[src/rtl/if_id_queue.sv]
// Fetch-to-decode instruction queue: buffers (pc, instr) pairs in a small FIFO
// and presents the head entry with RV32I field extraction and immediate.
module if_id_queue #(
    parameter int DEPTH = 2,
    parameter int PTR_W = 1
) (
    input  logic             clk,
    input  logic             reset,
    input  logic             flush,
    input  logic             in_valid,
    input  logic [31:0]      in_pc,
    input  logic [31:0]      in_instr,
    output logic             in_ready,
    output logic             out_valid,
    input  logic             out_ready,
    output logic [31:0]      out_pc,
    output logic [31:0]      out_instr,
    output logic [6:0]       out_opcode,
    output logic [4:0]       out_rd,
    output logic [2:0]       out_funct3,
    output logic [4:0]       out_rs1,
    output logic [4:0]       out_rs2,
    output logic [6:0]       out_funct7,
    output logic [31:0]      out_imm,
    output logic             out_illegal,
    output logic [PTR_W:0]   count
);

    localparam logic [6:0] OP_IMM    = 7'b0010011;
    localparam logic [6:0] OP_LOAD   = 7'b0000011;
    localparam logic [6:0] OP_JALR   = 7'b1100111;
    localparam logic [6:0] OP_STORE  = 7'b0100011;
    localparam logic [6:0] OP_BRANCH = 7'b1100011;
    localparam logic [6:0] OP_LUI    = 7'b0110111;
    localparam logic [6:0] OP_AUIPC  = 7'b0010111;
    localparam logic [6:0] OP_JAL    = 7'b1101111;
    localparam logic [6:0] OP_REG    = 7'b0110011;
    localparam logic [6:0] OP_SYSTEM = 7'b1110011;
    localparam logic [6:0] OP_FENCE  = 7'b0001111;

    localparam logic [PTR_W:0] FULL_CNT = (PTR_W+1)'(DEPTH);

    logic [31:0]      mem_pc_q    [DEPTH];
    logic [31:0]      mem_pc_d    [DEPTH];
    logic [31:0]      mem_instr_q [DEPTH];
    logic [31:0]      mem_instr_d [DEPTH];
    logic [PTR_W-1:0] wr_ptr_q, wr_ptr_d;
    logic [PTR_W-1:0] rd_ptr_q, rd_ptr_d;
    logic [PTR_W:0]   count_q, count_d;

    logic push;
    logic pop;

    assign in_ready  = (count_q != FULL_CNT);
    assign out_valid = (count_q != '0);
    assign count     = count_q;
    assign push      = in_valid && in_ready && !flush;
    assign pop       = out_valid && out_ready && !flush;

    always_comb begin
        mem_pc_d    = mem_pc_q;
        mem_instr_d = mem_instr_q;
        wr_ptr_d    = wr_ptr_q;
        rd_ptr_d    = rd_ptr_q;
        count_d     = count_q;

        if (flush) begin
            // storage is intentionally left intact; only bookkeeping is cleared
            wr_ptr_d = '0;
            rd_ptr_d = '0;
            count_d  = '0;
        end else begin
            if (push) begin
                mem_pc_d[wr_ptr_q]    = in_pc;
                mem_instr_d[wr_ptr_q] = in_instr;
                wr_ptr_d              = wr_ptr_q + 1'b1;
            end
            if (pop) begin
                rd_ptr_d = rd_ptr_q + 1'b1;
            end
            case ({push, pop})
                2'b10:   count_d = count_q + 1'b1;
                2'b01:   count_d = count_q - 1'b1;
                default: count_d = count_q;
            endcase
        end
    end

    always_ff @(posedge clk or posedge reset) begin
        if (reset) begin
            wr_ptr_q <= '0;
            rd_ptr_q <= '0;
            count_q  <= '0;
            for (int unsigned i = 0; i < DEPTH; i++) begin
                mem_pc_q[i]    <= '0;
                mem_instr_q[i] <= '0;
            end
        end else begin
            wr_ptr_q    <= wr_ptr_d;
            rd_ptr_q    <= rd_ptr_d;
            count_q     <= count_d;
            mem_pc_q    <= mem_pc_d;
            mem_instr_q <= mem_instr_d;
        end
    end

    logic [31:0] head_pc;
    logic [31:0] head_instr;
    logic        opcode_known;

    // Head is masked to zero when empty, so every derived field reads zero too.
    always_comb begin
        head_pc    = out_valid ? mem_pc_q[rd_ptr_q]    : '0;
        head_instr = out_valid ? mem_instr_q[rd_ptr_q] : '0;

        out_pc     = head_pc;
        out_instr  = head_instr;
        out_opcode = head_instr[6:0];
        out_rd     = head_instr[11:7];
        out_funct3 = head_instr[14:12];
        out_rs1    = head_instr[19:15];
        out_rs2    = head_instr[24:20];
        out_funct7 = head_instr[31:25];

        out_imm      = '0;
        opcode_known = 1'b1;
        case (head_instr[6:0])
            OP_IMM, OP_LOAD, OP_JALR:
                out_imm = {{20{head_instr[31]}}, head_instr[31:20]};
            OP_STORE:
                out_imm = {{20{head_instr[31]}}, head_instr[31:25], head_instr[11:7]};
            OP_BRANCH:
                out_imm = {{19{head_instr[31]}}, head_instr[31], head_instr[7],
                           head_instr[30:25], head_instr[11:8], 1'b0};
            OP_LUI, OP_AUIPC:
                out_imm = {head_instr[31:12], 12'b0};
            OP_JAL:
                out_imm = {{11{head_instr[31]}}, head_instr[31], head_instr[19:12],
                           head_instr[20], head_instr[30:21], 1'b0};
            OP_REG, OP_SYSTEM, OP_FENCE:
                out_imm = '0;
            default: begin
                out_imm      = '0;
                opcode_known = 1'b0;
            end
        endcase

        // every listed opcode ends in 2'b11, so the list check also covers instr[1:0]
        out_illegal = out_valid && !opcode_known;
    end

endmodule

[config.mk]
export PLATFORM = sky130hd
export DESIGN_NAME = if_id_queue
export DESIGN_NICKNAME = d
export VERILOG_FILES = /design/src/rtl/if_id_queue.sv
export SDC_FILE = /design/constraint.sdc
export NUM_CORES = 1
export LEC_CHECK = 0
export BUFFER_PORTS_ARGS = -buffer_cell sky130_fd_sc_hd__buf_4
export CORE_UTILIZATION = 52
export DETAILED_ROUTE_END_ITERATION = 6
export GPL_TIMING_DRIVEN = 0
export PLACE_DENSITY_LB_ADDON = 0.08
export SKIP_LAST_GASP = 1
export SLEW_MARGIN = 20
export SYNTH_ARGS = -nofsm -noshare
export SYNTH_HDL_FRONTEND = slang
export SYNTH_SLANG_ARGS = --single-unit
export TNS_END_PERCENT = 10
[constraint.sdc]
create_clock -name clk -period 5.1 [get_ports clk]
set_input_delay 1.02 -clock clk [delete_from_list [all_inputs] [get_ports clk]]
set_output_delay 1.02 -clock clk [all_outputs]
set_load 0.05 [all_outputs]
; After elaboration in Yosys (flattened, before gate mapping)
; Cells that the tools add are included.
[totals]
register_bits = 132
word_cells = 67
[op_classes]
add_sub_neg = 4
n_mux = 20
bitwise = 3
reduce_logical = 16
n_eq_ne = 14
n_lt_le_gt_ge = 3
[op_table]
columns = cell, n
row1 = 32-bit 2-to-1 mux, 9
row2 = 32-bit one-hot mux with 5 select lines, 1
row3 = 64-bit bitwise mux, 2
row4 = 32-bit demux with 1-bit select, 1
row5 = 7-bit equality test (second input constant), 4
row6 = 7-bit by 6-bit equality test with 1-bit output (second input constant), 3
row7 = 7-bit by 5-bit equality test with 1-bit output (second input constant), 2
row8 = 11-bit OR reduction, 1
row9 = 7-bit by 2-bit equality test with 1-bit output (second input constant), 1
row10 = 7-bit by 4-bit equality test with 1-bit output (second input constant), 1
row11 = 1-bit logical AND, 6
row12 = 2-bit nonzero test, 3
row13 = 1-bit 2-to-1 mux, 5
row14 = 2-bit greater-or-equal comparator (second input constant), 2
row15 = 1-bit NOT with 2-bit output, 2
row16 = 2-bit one-hot mux with 2 select lines, 1
row17 = 3-bit nonzero test, 1
row18 = 3-bit OR reduction, 1
row19 = 1-bit adder (second input constant), 2
row20 = 2-bit by 1-bit adder with 2-bit output (second input constant), 1
row21 = 2-bit by 1-bit equality test with 1-bit output (second input constant), 1
row22 = 2-bit equality test (second input constant), 1
row23 = 1-bit zero test, 2
row24 = 2-bit by 1-bit less-than comparator with 1-bit output (second input constant), 1
row25 = 6 further kinds, 6

; Depth between registers and ports, before layout
; Gate-level depths: netlist (run 1).
[logic_depth]
depth_word = 10
mapped_depth = 8
depth_no_buf = 6

; Least setup slack after synthesis (run 1)
; OpenSTA, ideal clock, no wires.
[synth_path]
path_type = flip-flop to output port
startpoint = register count_q[0], in the netlist count[0]
endpoint = output out_imm[2]
t_required_ns = 4.080
path_slack_ns = 0.538
path_stages_with_launch = 7
arrival_time_ns = 3.542
n_path_buf = 2
cell_sequence = dfrtp_1 > nor2_1 > buf_2 > nor2_1 > nand3_1 > buf_2 > o32ai_1
[synth_via]
elab_chain_len = 5
word_cells_on_any_way = 13
[synth_lines]
columns = item, line
row1 = start: declaration, 49  ; logic [PTR_W:0] count_q, count_d;
row2 = start signal: assignment, 101  ; count_q <= count_d;
row3 = 2-bit nonzero test *, 55  ; assign out_valid = (count_q != '0);
row4 = 32-bit 2-to-1 mux *, 114  ; head_instr = out_valid ? mem_instr_q[rd_ptr_q] : '0;
row5 = net out_instr[5], 17  ; output logic [31:0] out_instr,
row6 = 7-bit by 5-bit equality test with 1-bit output (tied with other cells), 127  ; case (head_instr[6:0])
row7 = 3-bit OR reduction or 2-bit OR reduction (tied branches), -
row8 = 32-bit one-hot mux with 5 select lines *, 127
row9 = end: declaration, 24  ; output logic [31:0] out_imm,
; The timed path passes the listed nets; every way through them passes the cells marked *.

; Worst setup path after layout (run 1)
[layout_path]
startpoint = register count_q[0], in the netlist count[0]
endpoint = output out_rs1[4]
[layout_via]
elab_chain_len = 2
[layout_lines]
columns = item, line
row1 = 2-bit nonzero test, 55
row2 = 32-bit 2-to-1 mux, 114
row3 = end: declaration, 21  ; output logic [4:0] out_rs1,
; No other way between the ends.

==> results of run 1 <==
power breakdown:
part,switching [mW],internal [mW],total (mW),leakage (nW)
Sequential,0.169,1.34,1.51,1.57
Clock,0.447,0.785,1.23,0.288
Combinational,0.799,0.567,1.37,2.36
routing by layer:
metal  up-vias  track usage [%]  wire length [um]
met5         -                0                 0
li1       2459                -                 -
met1      2743             31.5              7060
met4         0             9.11               240
met3        22             7.68              1200
met2       197             46.5              9230
through the flow:
| step | util, % | instances | worst slack (ns) | hold slack [ns] | instance area (um2) |
|---|---|---|---|---|---|
| finish | 72.4 | 978 | 0.863 | 0.495 | 9210 |
| global route | 72.4 | 978 | 0.745 | 0.511 | 9210 |
| CTS | 72.4 | 978 | 0.914 | 0.491 | 9210 |
| detailed placement | 67.6 | 946 | 1.37 | 0.479 | 8600 |
| global placement | 67.4 | 945 | -0.722 | 0.466 | 8570 |
| floorplan | - | 572 | 0.538 | 0.457 | 6850 |
state kept, by name, indices dropped and copies added, names as in the netlist:
name         count
mem_instr_q     64
mem_pc_q        64
count            2
rd_ptr_q         1
wr_ptr_q         1
layout make-up:
type,count,share of cell area (%)
flip-flops and latches,132,35.9
multi-input cells,362,33.4
repair buffers,202,16.7
clock buffers,21,4.89
plain buffers,71,4.85
well taps,172,2.34
clock inverters,11,1.63
inverters,7,0.340
cells by family (layout without fill, tap and decap cells):
family	count (synthesis)	after routing
xor gates and xnor gates	2	2
DFF	132	132
and+or+nand+nor	114	114
muxes	193	193
AOI/OAI and AO/OA	53	53
buffers and inverters	78	312
worst paths after layout:
path                              start         endpoint  slack, ns
max                            count[0]       out_rs1[4]       0.86
min                        mem_pc_q[36]     mem_pc_q[36]       0.49
max reg2reg                    count[0]     mem_pc_q[31]       2.90
min reg2reg                mem_pc_q[36]     mem_pc_q[36]       0.49
max in group asynchronous         reset  mem_instr_q[53]       3.67
min in group asynchronous         reset     mem_pc_q[45]       0.68
cell usage after synthesis (5+ instances only):
cell type | n | area, um2
a21boi_0 | 7 | 52.6
buf_2 | 24 | 120
buf_4 | 36 | 270
clkbuf_1 | 7 | 26.3
dfrtp_1 | 132 | 3300
inv_1 | 7 | 26.3
mux2_1 | 6 | 67.6
mux2_2 | 123 | 1390
mux2i_1 | 64 | 641
nand2_1 | 5 | 18.8
nand3_1 | 14 | 70.1
nand3b_1 | 6 | 45.0
nor2_1 | 71 | 267
o211ai_1 | 12 | 90.1
o31ai_1 | 8 | 60.1
==> results.toml, run 1 <==
[setup_path]
cp.depth = 7
critPathSlowestCell = "clkbuf_1"
cp.required_ns = 4.08
critPathBufInv = 5
crit_chain = "nor2_1 -> buf_2 -> clkbuf_1 -> clkbuf_1 -> nor2_1 -> buf_4 -> buf_4"
critPathLaunchType = "flip-flop"
worstSetupPathType = "reg -> out"
end_kind = "primary output"
path_max_fanout = 10
cpLargestDelayFamily = "buffers and inverters"
max_stage_delay_ns = 0.53
cp_data_arrival_time_ns = 3.22
r2r_cells = 5

[worst_hold_path]
hold_path.class = "reg -> reg"
hold_depth = 1

[clock_network]
clockRootBuffer = "clkbuf_16"
max-clock-path-buffers = 2
cts_sinks = 132
clk_pin_slew_ns = 0.06
cts-resized-gates = 0
cts_hold_buf = 0
worst_skew_pair.late_latency_ns = 0.42
cts-htree-levels = 4
cts_tree = "built"
post-cts-setup-buffer-count = 0
numCtsBuffers = 17

[yosys]
synth_top_family_by_area = "multiplexers"
ys_types = 46
synth-xor-area-share_pct = 0.256
synth-seq-cells = 132
synth_enable_flop_cells = 0
yosys.area_share.simple_pct = 7.97
synth_fa_ha_area_share_pct = 0
synthMuxAreaShare_pct = 30.6
yosys_warnings = 0
yosysSeqAreaShare_pct = 48.2
syn_avg_cell_area_um2 = 12.0
synth_compound_area_share_pct = 6.07
netlist_area_mm2 = 0.00685
synth_ff_type = "dfrtp_1"
syn_nets = 641
postSynth.asyncResetShare_pct = 100
synthCells = 572

[sta]
timing.fmax_mhz = 236
slew_headroom_pct = 49.6
finClkSkew_ns = 0.0114
hold_viol = 0
rsz0062_at_grt = "false"
setup_viol = 0
setup_tns_ns = 0
maxSlewViolCount = 0
finalCriticalPeriod_ns = 4.24
period_share_pct = 83.1
tightest_slew_ns = 0.734

[detailed_routing]
wl_per_cell_um = 18.1
drtIter0Drc = 309
vias = 5421
via_per_inst = 5.54
dr.pass1.iters = 5
drt_wl_total_um = 17700
ant_nets = 0
drcViolationCount = 0

[layout]
most-common-layout-cells = "237 x buf_4, 132 x dfrtp_1, 123 x mux2_2"
antennaDiodeCount = 0
regArea_mm2 = 0.00330
multi_input_area_mm2 = 0.00307
nets = 862
n_fill_cell = 940
drive_above_1_share_pct = 52.4
synthToLayoutAreaGrowth_pct = 34.4
layout_commonest_cell = "buf_4"

[global_routing]
grt_pass1_vias = 5332
grt-ovfl-total = 0
grt_pass1_wl_um = 27100
track_usage_pct = 26.7
antenna_found_initial = 0
grt_max_degree = 68

[outcome]
status = "finished, final reports clean"

[die]
die_w_um = 117
io_pins = 202
rows = 41
die_h_um = 117
core_mm2 = 0.0127
start_util_pct = 53.8
dieArea_mm2 = 0.0136

[placed_design]
place_hpwl_um = 12900
port_buffers = 201
gp_congestion = 0.907

[pwr]
power.density_mw_per_mm2 = 446
p_total_mw = 4.11
p_leak_nw = 4.22
peakVddDrop_mv = 0.303

[flow_run]
drv_cap = 0
Note: power is estimated with default switching activity, not from simulation.
==> run 2, diff against run 1 <==
--- a/config.mk
+++ b/config.mk
@@ -6,7 +6,7 @@
 export NUM_CORES = 1
 export LEC_CHECK = 0
 export BUFFER_PORTS_ARGS = -buffer_cell sky130_fd_sc_hd__buf_4
-export CORE_UTILIZATION = 52
+export CORE_UTILIZATION = 47
 export DETAILED_ROUTE_END_ITERATION = 6
 export GPL_TIMING_DRIVEN = 0
 export PLACE_DENSITY_LB_ADDON = 0.08
==> constraint.sdc (replaced) <==
create_clock -name clk -period 3.7 [get_ports clk]
set_input_delay 0.74 -clock clk [delete_from_list [all_inputs] [get_ports clk]]
set_output_delay 0.74 -clock clk [all_outputs]
set_load 0.05 [all_outputs]
==> run 2 against run 1 <==
- combinational power up 38%
- register-to-register slack worse by 1.5 ns
- global-route usage down 1.2 points
- final cell count up 1.0%
- die area up 10%
- critical path depth unchanged
- flip-flop and latch count unchanged
- first-iteration DRC count down 18%
- sequential share of layout area down 0.37 points
==> results.toml, run 2 (synthesized netlist as in run 1, its figures left out) <==
[sta]
finalCriticalPeriod_ns = 3.61
finClkSkew_ns = 0.0117
tightest_slew_ns = 0.783
rsz0062_at_grt = "true"
setup_viol = 0
hold_viol = 0
period_share_pct = 97.7
hold_slack_ns = 0.348
slew_headroom_pct = 47.8
maxSlewViolCount = 0
timing.fmax_mhz = 277

[global_routing]
grt-ovfl-total = 0
grt_pass1_vias = 5434
track_usage_pct = 25.5
grt_pass1_wl_um = 28600
grt_max_degree = 33
antenna_found_initial = 0

[detailed_routing]
drcViolationCount = 0
via_per_inst = 5.39
drtIter0Drc = 252
wl_per_cell_um = 18.4
wl_met1_um = 7340
vias = 5327
drt_wl_total_um = 18200
wl_met3_um = 1170
dr_wl_met2_um = 9480
dr.max_layer_used = "met4"
dr.pass1.iters = 4
ant_nets = 0

[placed_design]
gp_congestion = 0.904
port_buffers = 201
dp_cells = 957
place_area_mm2 = 0.00870
place_hpwl_um = 13500

[layout]
final_area_mm2 = 0.00930
layout.cells.non_filler = 988
drive_above_1_share_pct = 53.7
regArea_mm2 = 0.00330
most-common-layout-cells = "237 x buf_4, 132 x dfrtp_1, 123 x mux2_2"
layout_commonest_cell = "buf_4"
multi_input_area_mm2 = 0.00310
nets = 865
synthToLayoutAreaGrowth_pct = 35.8
antennaDiodeCount = 0
n_fill_cell = 1119

[setup_path]
critPathLaunchType = "flip-flop"
path_max_fanout = 10
cp_data_arrival_time_ns = 2.87
worstSetupPathType = "reg -> out"
end_kind = "primary output"
r2r_cells = 5
cp.required_ns = 2.96

[die]
core_mm2 = 0.0140
io_pins = 202
start_util_pct = 48.8
die_w_um = 123
dieArea_mm2 = 0.0151
die_h_um = 123
rows = 43

[clock_network]
cts_hold_buf = 0
numCtsBuffers = 17
cts_tree = "built"
worst_skew_pair.late_latency_ns = 0.42
clockRootBuffer = "clkbuf_16"
cts_sinks = 132
clk_pin_slew_ns = 0.06
max-clock-path-buffers = 2
cts-htree-levels = 4

[pwr]
seq_power_share_pct = 36.8
switching_power_mw = 1.93
clkPwrFrac_pct = 29.7
power.density_mw_per_mm2 = 606
p_int_mw = 3.71
switching_share_pct = 34.2
comb_power_share_pct = 33.5
p_leak_nw = 4.26
peakVddDrop_mv = 0.372

[flow_run]
drv_cap = 0

[worst_hold_path]
hold_path.class = "in -> async"

[outcome]
status = "finished, final reports clean"
run 2: changes by cell type in the layout (fill, tap and decap cells not counted), sizes merged:
cell	delta
clkbuf	+3
bufinv	-1
clkinv	+1
inv	-4
clkinvlp	+1
buf	+2
run 2: timing repair:
item                                    CTS  global route
endpoints found under the setup margin   34            57
setup buffers                             0             0
resized for setup                         2             2
gates cloned                              0             0
run 2: final cells by class:
type / instances / area share (%)
flip-flops and latches: 132 / 35.5
multi-input cells: 362 / 33.3
repair buffers: 205 / 17.2
clock buffers: 23 / 5.35
plain buffers: 71 / 4.84
well taps: 180 / 2.42
clock inverters: 8 / 1.06
inverters: 7 / 0.323
run 2: path summary, 6_finish.rpt:
path / start / slack [ns] / endpoint
worst max register to register: count[0] / 1.39 / mem_instr_q[9]
min in group clk: mem_pc_q[35] / 0.48 / mem_pc_q[35]
worst min-delay path: reset / 0.35 / mem_pc_q[48]
worst min register to register: mem_pc_q[35] / 0.48 / mem_pc_q[35]
worst max-delay path: rd_ptr_q / 0.09 / out_imm[1]
max in group asynchronous: reset / 2.41 / mem_instr_q[44]
run 2: metal layers:
metal | GRT usage (%) | up-vias
li1 | - | 2466
met1 | 30.7 | 2663
met2 | 44.4 | 182
met3 | 6.23 | 16
met4 | 8.69 | 0
met5 | 0 | -
run 2: worst max-delay path: stages, from the launching register on:
cell and delay [ns]:
dfrtp_1 0.34, buf_6 0.14, mux2i_1 0.42, nor4b_2 0.51, a32oi_1 0.24, buf_2 0.30, o32ai_1 0.22, buf_4 0.27
run 2: stage by stage:
stage / power (mW) / setup TNS [ns] / setup slack (ns) / util, %
finish: 5.64 / 0 / 0.0859 / 66.2
global route: 5.90 / -0.431 / -0.0881 / 66.2
CTS: 5.68 / -0.141 / -0.114 / 66.2
detailed placement: 3.99 / 0 / 0.236 / 61.9
global placement: 3.90 / 0 / 0.227 / 61.3
floorplan: 3.43 / -1.98 / -0.306 / -
run 2: power by group through the flow:
stage          combinational [mW]  clock, mW  sequential (mW)
2_1_floorplan                1.40          0             2.03
3_3_place_gp                 1.84          0             2.06
3_5_place_dp                 1.90          0             2.10
4_1_cts                      1.90       1.70             2.07
5_1_grt                      2.02       1.75             2.12
6_report                     1.89       1.68             2.07
==> run 3, diff against run 2 <==
--- a/config.mk
+++ b/config.mk
@@ -9,7 +9,7 @@
 export CORE_UTILIZATION = 47
 export DETAILED_ROUTE_END_ITERATION = 6
 export GPL_TIMING_DRIVEN = 0
-export PLACE_DENSITY_LB_ADDON = 0.08
+export PLACE_DENSITY = 0.77
 export SKIP_LAST_GASP = 1
 export SLEW_MARGIN = 20
 export SYNTH_ARGS = -nofsm -noshare
==> run 3 against run 2 <==
- clock power down 2%
- non-clock buffer count unchanged
- clock skew down 0.0063 ns
- register-to-register slack better by 0.12 ns
- core utilization about the same
- largest power group unchanged
==> results.toml, run 3 (synthesized netlist as in run 1, its figures left out) <==
[die]
io_pins = 202
start_util_pct = 48.8
die_w_um = 123
rows = 43
dieArea_mm2 = 0.0151
die_h_um = 123
core_mm2 = 0.0140

[sta]
rsz0062_at_grt = "true"
setup_viol = 0
period_share_pct = 98.3
timing.fmax_mhz = 275
fin_ws_ns = 0.0624
slew_headroom_pct = 53.4
tightest_slew_ns = 0.679
finClkSkew_ns = 0.00548
maxSlewViolCount = 0
finalCriticalPeriod_ns = 3.64
hold_viol = 0

[placed_design]
gp_congestion = 0.931
pre_cts_ws_ns = 0.0837
port_buffers = 201
place_hpwl_um = 13900
place_area_mm2 = 0.00871

[layout]
multi_input_area_mm2 = 0.00310
antennaDiodeCount = 0
synthToLayoutAreaGrowth_pct = 35.8
nets = 865
n_fill_cell = 1109
regArea_mm2 = 0.00330
final_area_mm2 = 0.00930
layout_commonest_cell = "buf_4"
drive_above_1_share_pct = 53.6
most-common-layout-cells = "237 x buf_4, 132 x dfrtp_1, 123 x mux2_2"

[global_routing]
gr-max-usage-layer = "met2"
grt_pass1_vias = 5502
grt.met3_usage_pct = 8.18
grt_use_met1_pct = 31.6
grt-ovfl-total = 0
grt_pass1_wl_um = 28700
track_usage_pct = 25.5
grt_max_degree = 36
gr-usage-met2_pct = 41.9
antenna_found_initial = 0

[detailed_routing]
dr.pass1.iters = 5
drcViolationCount = 0
wl_per_cell_um = 18.7
drt_wl_total_um = 18500
ant_nets = 0
vias = 5402
via_per_inst = 5.46
drtIter0Drc = 329

[setup_path]
cp.required_ns = 2.96
worstSetupPathType = "reg -> out"
end_kind = "primary output"
cp_data_arrival_time_ns = 2.90
critPathLaunchType = "flip-flop"
path_max_fanout = 10

[pwr]
p_int_mw = 3.66
power.density_mw_per_mm2 = 603
seq_power_share_pct = 37.0
comb_power_share_pct = 33.8
switching_power_mw = 1.94
clkPwrFrac_pct = 29.2
switching_share_pct = 34.6
peakVddDrop_mv = 0.383
p_leak_nw = 4.26

[outcome]
status = "finished, final reports clean"

[clock_network]
clockRootBuffer = "clkbuf_16"
cts_hold_buf = 0
cts-htree-levels = 4
cts_tree = "built"
clk_pin_slew_ns = 0.06
max-clock-path-buffers = 2
worst_skew_pair.late_latency_ns = 0.42
cts_sinks = 132
numCtsBuffers = 17

[flow_run]
drv_cap = 0

[worst_hold_path]
hold_path.class = "in -> async"
-- run 3: timing repair --
action	in CTS	in global routing
setup buffers	0	0
resized for setup	2	1
endpoints found under the hold margin	0	0
gates cloned	0	0
endpoints found under the setup margin	56	22
-- run 3: worst max-delay path, stage by stage, from the launching register on --
cell	delay (ns)
dfrtp_1	0.44
nor2_1	0.47
buf_2	0.32
clkbuf_2	0.35
clkbuf_1	0.40
nor2_1	0.17
buf_4	0.16
buf_4	0.18
-- run 3: cell type report --
type,count,area share [%]
plain buffers,71,4.85
well taps,180,2.42
clock inverters,12,1.40
repair buffers,205,17.3
flip-flops and latches,132,35.5
multi-input cells,362,33.3
clock buffers,20,4.91
inverters,7,0.323
-- run 3: metrics by stage --
step	utilization, %	setup TNS (ns)	std cells	power (mW)	hold slack, ns
2_1_floorplan	-	-1.98	572	3.43	0.457
3_3_place_gp	61.3	0	953	3.90	0.466
3_5_place_dp	62.0	0	957	4.00	0.486
4_1_cts	66.2	-0.209	989	5.64	0.395
5_1_grt	66.2	-0.720	989	5.87	0.421
6_report	66.2	0	989	5.61	0.392
-- run 3: worst paths after layout --
check | cells past startpoint | from | to | slack (ns)
worst max-delay path | 7 | count[0] | out_opcode[4] | 0.06
worst min-delay path | 2 | reset | mem_pc_q[49] | 0.39
worst max register to register | 5 | count[0] | mem_instr_q[40] | 1.51
worst min register to register | 1 | mem_pc_q[35] | mem_pc_q[35] | 0.50
max in group asynchronous | 5 | reset | mem_instr_q[44] | 2.38
min in group clk | 1 | mem_pc_q[35] | mem_pc_q[35] | 0.50
-- run 3: power by group through the flow --
stage,Combinational (mW),Clock (mW),Sequential (mW)
2_1_floorplan,1.40,0,2.03
3_3_place_gp,1.84,0,2.06
3_5_place_dp,1.90,0,2.10
4_1_cts,1.91,1.66,2.07
5_1_grt,2.02,1.73,2.12
6_report,1.90,1.64,2.07
-- run 3: routing by layer --
metal / wire (um) / vias up
li1: - / 2466
met1: 7530 / 2657
met2: 8970 / 250
met3: 1630 / 29
met4: 370 / 0
met5: 0 / -
